--- src/rtl/lsu_byte_serial.sv ---
// lsu_byte_serial: byte-serial load/store unit between the core and a byte-wide data memory.
// Ports:
//   clk, rst                  clock, synchronous active-high reset
//   req_valid/req_ready       request handshake (ready only while idle)
//   req_store, req_funct3     operation: store flag and RISC-V size/sign code
//   req_addr, req_wdata       byte address (low ADDR_W bits used) and store data
//   rsp_valid                 one-cycle completion pulse
//   rsp_rdata, rsp_err        extended load data / illegal-funct3 flag
//   mem_wr_en/addr/data       byte write port
//   mem_rd_addr, mem_rd_data  byte read port (combinational read data)
module lsu_byte_serial #(
    parameter int ADDR_W = 5
) (
    input  logic              clk,
    input  logic              rst,
    input  logic              req_valid,
    output logic              req_ready,
    input  logic              req_store,
    input  logic [2:0]        req_funct3,
    input  logic [31:0]       req_addr,
    input  logic [31:0]       req_wdata,
    output logic              rsp_valid,
    output logic [31:0]       rsp_rdata,
    output logic              rsp_err,
    output logic              mem_wr_en,
    output logic [ADDR_W-1:0] mem_wr_addr,
    output logic [7:0]        mem_wr_data,
    output logic [ADDR_W-1:0] mem_rd_addr,
    input  logic [7:0]        mem_rd_data
);
    typedef enum logic [1:0] {IDLE, ACCESS, DONE} state_t;
    state_t            state_q;
    logic              store_q;
    logic              sgn_q;
    logic [1:0]        size_q;
    logic [1:0]        cnt_q;
    logic [ADDR_W-1:0] base_q;
    logic [31:0]       wdata_q;
    logic [31:0]       asm_q;
    logic [31:0]       asm_d;
    logic [31:0]       ext;
    logic [31:0]       rdata_q;
    logic              err_q;
    logic              illegal;
    logic [1:0]        last_idx;
    logic              unused_addr_bits;
    assign unused_addr_bits = ^req_addr[31:ADDR_W];
    // stores have no unsigned variants, so BU/HU codes are illegal for them
    assign illegal  = req_funct3 == 3'b011 || req_funct3[2:1] == 2'b11 || (req_store && req_funct3[2]);
    assign last_idx = size_q == 2'd2 ? 2'd3 : size_q == 2'd1 ? 2'd1 : 2'd0;
    assign req_ready   = state_q == IDLE;
    assign rsp_valid   = state_q == DONE;
    assign rsp_rdata   = rdata_q;
    assign rsp_err     = err_q;
    assign mem_wr_en   = state_q == ACCESS && store_q;
    assign mem_rd_addr = base_q + ADDR_W'(cnt_q);
    assign mem_wr_addr = mem_rd_addr;
    assign mem_wr_data = wdata_q[{cnt_q, 3'b000} +: 8];
    // assembly value including the byte arriving this cycle, so the last byte
    // can be extended straight into the response register
    always_comb begin
        asm_d = asm_q;
        asm_d[{cnt_q, 3'b000} +: 8] = mem_rd_data;
        ext = size_q == 2'd2 ? asm_d :
              size_q == 2'd1 ? {{16{sgn_q & asm_d[15]}}, asm_d[15:0]} :
                               {{24{sgn_q & asm_d[7]}}, asm_d[7:0]};
    end
    always_ff @(posedge clk) begin
        if (rst) begin
            state_q <= IDLE;
            store_q <= 1'b0;
            sgn_q   <= 1'b0;
            size_q  <= 2'd0;
            cnt_q   <= 2'd0;
            base_q  <= '0;
            wdata_q <= '0;
            asm_q   <= '0;
            rdata_q <= '0;
            err_q   <= 1'b0;
        end else begin
            case (state_q)
                IDLE: if (req_valid) begin
                    store_q <= req_store;
                    size_q  <= req_funct3[1:0];
                    sgn_q   <= ~req_funct3[2];
                    base_q  <= req_addr[ADDR_W-1:0];
                    wdata_q <= req_wdata;
                    asm_q   <= '0;
                    cnt_q   <= 2'd0;
                    if (illegal) begin
                        state_q <= DONE;
                        rdata_q <= '0;
                        err_q   <= 1'b1;
                    end else begin
                        state_q <= ACCESS;
                    end
                end
                ACCESS: begin
                    if (!store_q) asm_q <= asm_d;
                    cnt_q <= cnt_q + 2'd1;
                    if (cnt_q == last_idx) begin
                        state_q <= DONE;
                        rdata_q <= store_q ? 32'd0 : ext;
                        err_q   <= 1'b0;
                    end
                end
                DONE:    state_q <= IDLE;
                default: state_q <= IDLE;
            endcase
        end
    end
endmodule

--- config.mk ---
export PLATFORM = sky130hd
export DESIGN_NAME = lsu_byte_serial
export DESIGN_NICKNAME = d
export VERILOG_FILES = /design/src/rtl/lsu_byte_serial.sv
export SDC_FILE = /design/constraint.sdc
export NUM_CORES = 1
export LEC_CHECK = 0
export ABC_AREA = 1
export BUFFER_PORTS_ARGS = -buffer_cell sky130_fd_sc_hd__buf_2
export CAP_MARGIN = 20
export CORE_MARGIN = 2
export CORE_UTILIZATION = 53
export DETAILED_ROUTE_END_ITERATION = 16
export PLACE_DENSITY = 0.8
export SYNTH_ARGS = -nofsm -noshare
export SYNTH_HDL_FRONTEND = slang
export SYNTH_SLANG_ARGS = --single-unit
--- constraint.sdc ---
create_clock -name clk -period 2.9 [get_ports clk]
set_input_delay 0.145 -clock clk [delete_from_list [all_inputs] [get_ports clk]]
set_output_delay 0.145 -clock clk [all_outputs]
set_load 0.005 [all_outputs]
; Word level (Yosys, flattened, before mapping)
; Index checks and enable logic that the tools add are counted.
[totals]
reg_bits = 110
[classes]
add_sub_neg = 3
bitwise = 3
shifts = 3
eq_ne = 11
n_reduce_logical = 11
mux = 23
[ops]
columns = operator, count
row1 = 32-bit two-way mux, 8
row2 = 32-bit case mux with 2 select lines, 2
row3 = 32-bit bitwise mux, 1
row4 = "8-bit by 7-bit variable shift with 32-bit output, first input constant", 1
row5 = 32-bit by 6-bit indexed part select with 8-bit output, 1
row6 = 8-bit by 7-bit indexed part select with 32-bit output, 1
row7 = 2-bit two-way mux, 5
row8 = 2-bit case mux with 2 select lines, 2
row9 = 5-bit negation with 7-bit output, 1
row10 = "2-bit == test, second input constant", 3
row11 = 2-bit AND reduction, 3
row12 = 5-bit by 2-bit adder with 5-bit output, 1
row13 = "2-bit by 1-bit == test with 1-bit output, second input constant", 2
row14 = 1-bit two-way mux, 4
row15 = "2-bit by 1-bit != test with 1-bit output, second input constant", 2
row16 = "2-bit != test, second input constant", 2
row17 = 4-bit AND reduction, 1
row18 = "3-bit by 2-bit == test with 1-bit output, second input constant", 1
row19 = 3-bit AND reduction, 1
row20 = "2-bit by 1-bit adder with 2-bit output, second input constant", 1
row21 = 1-bit AND, 2
row22 = 2-bit == test, 1
row23 = 1-bit logical AND, 2
row24 = 2-bit zero test, 1
row25 = other kinds (4), 5

; Depth between registers and ports, before layout
; Gate-level depths: netlist of the first run.
[logic_depth]
depth_word = 9
mapped_depth = 13

; Worst setup path after synthesis of the first run
; OpenSTA, ideal clock, no wires.
[synth_timing]
path_type = register to register
startpoint = register cnt_q[0]
endpoint = register rdata_q[24] (netlist: rsp_rdata[24])
period_less_slack_ns = 2.059
stages_incl_launch_ff = 14
t_arrival_ns = 1.927
n_path_buf = 3
slack_ns = 0.841
cell_sequence = dfxtp_1 -> inv_1 -> buf_2 -> clkbuf_1 -> ha_1 -> nand2_2 -> inv_1 -> nand3_1 -> nand3_1 -> nand3_1 -> nand2_2 -> buf_6 -> nand2_1 -> a21oi_1
[synth_between]
elab_chain_len = 9
elab_cells_between_ends = 14
cone_classes = 1 x add/sub / 2 x eq/ne / 2 x shift / 6 x mux / 2 x bitwise / 1 x reduce/logical
[synth_rtl]
columns = element, line
row1 = start: declaration, 36  ; logic [1:0] cnt_q;
row2 = start signal: assignment, 100  ; cnt_q <= cnt_q + 2'd1;
row3 = 5-bit negation with 7-bit output, 63  ; asm_d[{cnt_q, 3'b000} +: 8] = mem_rd_data;
row4 = 8-bit by 7-bit indexed part select with 32-bit output or 8-bit by 7-bit variable shift with 32-bit output (tied branches), 63
row5 = 32-bit bitwise mux, 63
row6 = "1-bit AND, on equally long branches", "66, 65"
row7 = 32-bit two-way mux, 65  ; size_q == 2'd1 ? {{16{sgn_q & asm_d[15]}}, asm_d[15:0]} :
row8 = 32-bit two-way mux, 64  ; ext = size_q == 2'd2 ? asm_d :
row9 = 32-bit two-way mux, 103  ; rdata_q <= store_q ? 32'd0 : ext;
row10 = 32-bit two-way mux, 101  ; if (cnt_q == last_idx) begin
row11 = 32-bit case mux with 2 select lines, 81  ; case (state_q)
row12 = end signal: assignment, 103
row13 = end: declaration, 42  ; logic [31:0] rdata_q;
; Parallel ways exist; a longest one is shown, timed or not. The select of a mux whose other input is x is not followed.
; A chain may end at the register's enable or synchronous reset.

; Final worst setup path of the first run
[layout_timing]
startpoint = register cnt_q[0]
endpoint = output port mem_rd_addr[4]
[layout_between]
elab_chain_len = 1
[layout_rtl]
columns = element, line
row1 = 5-bit by 2-bit adder with 5-bit output, 56  ; assign mem_rd_addr = base_q + ADDR_W'(cnt_q);
row2 = end: declaration, 28  ; output logic [ADDR_W-1:0] mem_rd_addr,
; No other way between the ends.

==> results of run 1 <==
logic make-up after synthesis:
logic type / after synthesis / synth area share, %
compound gates: 168 / 16.3
simple gates: 386 / 30.4
fa+ha+maj: 10 / 2.52
buf+inv: 91 / 8.39
flops: 110 / 41.8
xor+xnor: 3 / 0.499
cells in the mapped netlist, types with 2 or more instances:
cell type / instances
a21oi_1: 65
buf_2: 11
buf_4: 11
buf_6: 6
clkbuf_1: 20
dfxtp_1: 110
ha_1: 9
inv_1: 36
inv_2: 6
nand2_1: 197
nand2_2: 8
nand3_1: 32
nor2_1: 128
nor2_2: 13
nor2_4: 4
o21ai_0: 86
o21ai_1: 6
o22ai_1: 8
xor2_1: 2
where the power goes:
group          switching [µW]  leakage [µW]  internal (µW)
sequential               55.0      0.000899           1610
combinational             428       0.00168            224
clock                     542      0.000104            403
total                    1030       0.00269           2230
final timing paths:
| kind | end | slack, ps | cells past startpoint |
|---|---|---|---|
| setup / recovery | mem_rd_addr[4] | 460 | 7 |
| hold / removal | base_q[2] | 5 | 3 |
| setup reg to reg | rsp_rdata[3] | 560 | 10 |
| hold reg to reg | rsp_rdata[24] | 470 | 2 |
area by class of cell:
| type | count | area [µm²] | share of cell area [%] |
|---|---|---|---|
| clock buffer | 9 | 124 | 2.07 |
| clock inverter | 7 | 71.3 | 1.19 |
| inverter | 43 | 161 | 2.70 |
| multi-input combinational | 567 | 2620 | 43.9 |
| sequential | 110 | 2200 | 36.9 |
| tap | 133 | 166 | 2.79 |
| timing repair buffer | 115 | 628 | 10.5 |
layout by cell type (no fill, tap or decap), drive strengths merged:
cell type / n
nor2: 145
nand4: 2
a21oi: 65
ha: 9
clkbuf: 9
o21ai: 93
bufinv: 1
nand2: 205
nand3: 33
inv: 44
buf: 112
dlygate4sd3: 3
clkinv: 5
o211ai: 1
xor2: 2
fa: 1
a211oi: 1
o22ai: 8
xnor2: 1
dfxtp: 110
nand3b: 1
worst max-delay path: stages (launching register included):
cell     delay (ps)
dfxtp_1         350
buf_4           340
ha_1            240
inv_1            60
fa_1            410
nor2_1          140
xor2_1          200
buf_2           150
repair_timing:
| action | CTS | global route |
|---|---|---|
| hold buffers | 3 | 0 |
| hold endpoints to repair | 3 | 0 |
| setup buffers | 0 | 0 |
sequential cells by signal (all words and copies together) (netlist names):
signal and count:
asm_q 32, rsp_rdata 32, wdata_q 32, base_q 5, cnt_q 2, size_q 2, state_q 2, rsp_err 1
sgn_q 1, store_q 1
layer usage:
layer	share of wire (%)	wire (µm)
met1	45	5830
met2	47	6030
met3	6.2	799
met4	1.8	238
met5	0	0
stage by stage:
stage	hold WS (ps)	util, %	power [µW]	area, µm²
after detailed placement	351	59.1	2330	5720
after CTS	1.90	61.4	3260	5950
after floorplan	235	-	2170	5260
after global routing	14.9	61.7	3430	5970
after global placement	356	59.1	2310	5720
final	5.09	61.7	3260	5970
==> results.json, run 1 <==
{
  "async_flop_share_pct": 0,
  "synth_flop_cell": "dfxtp_1",
  "coreArea_um2": 9680,
  "netlist_area_um2": 5260,
  "max-cap-violations": 0,
  "grt_first_pass_wirelength_mm": 22.0,
  "hp-start": "req_addr[2]",
  "antenna_left": 0,
  "clk_latency_ps": 390,
  "relSlewSlack_pct": 55.9,
  "rsz0062_at_grt": "no",
  "ys_warn_count": 0,
  "met3_usage_pct": 4.28,
  "vias": 5135,
  "grt_max_degree": 62,
  "cts_root_buffer": "clkbuf_8",
  "avgSynthCellArea_um2": 6.85,
  "syn_inst": 768,
  "end_kind": "output port",
  "grt_pass1_vias": 4784,
  "drt_iter0_markers": 308,
  "finalNonFillerCells": 984,
  "hold_path.class": "input port to flop",
  "dr.pass1.iters": 5,
  "cts_max_level": 3,
  "crit_path_start": "cnt_q[0]",
  "drive_gt1_share_pct": 19.0,
  "cts_buffers": 9,
  "grtUsageTotal_pct": 24.4,
  "die_area_um2": 10700,
  "grt-ovfl-total": 0,
  "synth_top_area_share_pct": 41.8,
  "period_share_pct": 84.1,
  "cp.required_ps": 2760,
  "yosysUniqueCellTypes": 29,
  "reg2reg_from": "size_q[0]",
  "setup_slack_ps": 461,
  "ios": 133,
  "nets": 935,
  "setup_viol": 0,
  "dpl_worst_slack_ps": 598,
  "clk_path_buf_depth": 2,
  "fp.dieW_um": 104,
  "io_buffer_count": 105,
  "dpl.hpwl_mm": 9.07,
  "place_congestion": 0.862,
  "yosysTopAreaCell": "dfxtp_1",
  "initial_utilization_pct": 54.4,
  "worst_pin_slew_ps": 660,
  "clock_skew_ps": 10.7,
  "clock-sinks": 110,
  "critPathMaxFanout": 31,
  "vdd.ir_drop.worst_mv": 0.332,
  "clkSlewWorstSetupHoldPaths_ps": 110,
  "fill_cells": 885,
  "viasPerCell": 5.22,
  "die_h_um": 104,
  "p_leak_uw": 0.00269,
  "fin_tns_setup_ps": 0,
  "grt_antenna_before_repair": 0,
  "diodes": 0,
  "hold_viol": 0,
  "max_freq_mhz": 410,
  "ys_seq_elements": 110,
  "arrival_ps": 2290,
  "power_density_nw_per_um2": 545,
  "synth_edf_count": 0,
  "drc": 0,
  "finalCriticalPeriod_ps": 2440,
  "grt_util_met2_pct": 40.0,
  "num_rows": 36,
  "status": "finished, final reports clean",
  "synth.top_cells.by_area": "dfxtp_1 42%, nand2_1 14%, nor2_1 9.1%",
  "criticalPathCategory": "flop to output port",
  "post_drt_wl_per_cell_um": 13.1,
  "grtUsageMet1_pct": 31.8,
  "start_kind": "flop",
  "cts_tree": "done",
  "placed_cells": 964,
  "ctsResizeCount": 0,
  "yosysSeqAreaShare_pct": 41.8,
  "wirelength_mm": 12.9,
  "top_usage_layer": "met2",
  "area_delta_synth_final_pct": 13.5,
  "drv_slew": 0,
  "postSynthNetCount": 857
}
Power figures use the tool's default switching activity.
==> run 2: changes to the inputs <==
- CORE_UTILIZATION: 53 -> 48
- PLACE_DENSITY: 0.8 -> 0.76
- clock period: 2.9 -> 2.23 ns (I/O delays scaled with it)
==> results.json, run 2 (synthesis gave the netlist of run 1 again) <==
{
  "ios": 133,
  "critPathMaxFanout": 4,
  "vdd.ir_drop.worst_mv": 0.365,
  "wl_met1_mm": 5.97,
  "status": "finished, final reports clean",
  "clock_power_share_pct": 27.9,
  "clk_path_buf_depth": 2,
  "num_rows": 38,
  "grt_pass1_vias": 4749,
  "clock_skew_ps": 14.5,
  "clock-sinks": 110,
  "mostFrequentLayoutCell": "nand2_1",
  "coreArea_um2": 10800,
  "grt_first_pass_wirelength_mm": 21.8,
  "area_delta_synth_final_pct": 20.8,
  "dpl_worst_slack_ps": 291,
  "fin_tns_setup_ps": 0,
  "dpl.hpwl_mm": 8.89,
  "power.total_uw": 4270,
  "placed_cells": 980,
  "cell_internal_pwr_uw": 2870,
  "grtUsageTotal_pct": 23.4,
  "antenna_left": 0,
  "end_kind": "output port",
  "rsz0062_at_grt": "no",
  "switching_share_pct": 32.8,
  "post_drt_wl_per_cell_um": 13.0,
  "io_buffer_count": 105,
  "drive_gt1_share_pct": 19.4,
  "p_seq_share_pct": 50.7,
  "cts_buffers": 9,
  "max_freq_mhz": 465,
  "vias": 5234,
  "hold_viol": 0,
  "arrival_ps": 2040,
  "max-cap-violations": 0,
  "power_density_nw_per_um2": 671,
  "layout_common_cells": "197 x nand2_1, 127 x nor2_1, 109 x dfxtp_1, 105 x buf_2, 86 x o21ai_0",
  "criticalPathCategory": "flop to output port",
  "relSlewSlack_pct": 65.1,
  "initial_utilization_pct": 48.8,
  "grt_antenna_before_repair": 0,
  "diodes": 0,
  "reg2reg_slack_ps": 300,
  "fill_cells": 1016,
  "cts_root_buffer": "clkbuf_8",
  "fp.dieW_um": 109,
  "finalCriticalPeriod_ps": 2150,
  "drt_iter0_markers": 316,
  "clk_latency_ps": 390,
  "die_area_um2": 11800,
  "grt_max_degree": 50,
  "combPwrFrac_pct": 21.4,
  "drv_slew": 0,
  "period_share_pct": 96.3,
  "nets": 976,
  "grt-ovfl-total": 0,
  "topRoutingLayerUsed": "met4",
  "start_kind": "flop",
  "place_congestion": 0.842,
  "met2WireLength_mm": 6.21,
  "clkSlewWorstSetupHoldPaths_ps": 110,
  "setup_viol": 0,
  "worst_pin_slew_ps": 523,
  "dr_wl_met3_um": 916,
  "p_switching_uw": 1400,
  "drc": 0,
  "hold_path.class": "input port to flop",
  "finalNonFillerCells": 1032,
  "die_h_um": 109,
  "wirelength_mm": 13.4,
  "cts_max_level": 3,
  "p_leak_uw": 0.00285,
  "cp.required_ps": 2120,
  "viasPerCell": 5.07,
  "cts_tree": "done",
  "dr.pass1.iters": 5,
  "setup_slack_ps": 81.6
}
run 2: critical path, stage by stage (launching register included):
cell and delay (ps):
dfxtp_2 370, buf_4 130, ha_1 170, inv_1 60, fa_1 400, nor2_2 160, xor2_1 210, buf_2 160
run 2: what timing repair did:
| action | 4_1_cts | 5_1_grt |
|---|---|---|
| setup buffers | 0 | 1 |
| endpoints found under the hold margin | 35 | 0 |
| endpoints found under the setup margin | 0 | 3 |
| gates resized for setup | 0 | 2 |
| hold buffers | 35 | 0 |
run 2: per-layer routing:
| metal | track usage (%) | up-vias |
|---|---|---|
| met4 | 8.42 | 0 |
| met1 | 29.1 | 2325 |
| li1 | - | 2703 |
| met5 | 0 | - |
| met2 | 38.8 | 173 |
| met3 | 6.28 | 33 |
run 2: path summary, 6_finish.rpt:
check                           cells past startpoint              to    startpoint
worst min register to register                      2    rsp_rdata[7]  rsp_rdata[7]
worst min-delay path                                3       base_q[1]   req_addr[1]
worst max-delay path                                7  mem_wr_addr[4]      cnt_q[0]
worst max register to register                     10    rsp_rdata[4]     size_q[0]
run 2: cell type report:
type                    count  area (µm²)  share of cell area (%)
multi-input cells         567        2620                    41.3
flip-flops and latches    110        2200                    34.7
repair buffers            156        1010                    15.9
well taps                 140         175                    2.76
inverters                  43         161                    2.54
clock buffers               9         124                    1.95
clock inverters             7        61.3                   0.965
run 2: power by group through the flow:
stage | clock network [µW] | registers, µW | logic [µW]
final | 1190 | 2160 | 911
after global routing | 1270 | 2180 | 1040
after CTS | 1200 | 2160 | 906
after detailed placement | 0 | 2210 | 857
after global placement | 0 | 2200 | 850
after floorplan | 0 | 2190 | 633
run 2: through the flow:
stage	util (%)	hold WS, ps	area (µm²)
after floorplan	-	201	5260
after global placement	53.8	318	5810
after detailed placement	53.8	338	5810
after CTS	58.8	1.51	6340
after global routing	58.9	47.3	6360
final	58.9	13.6	6360
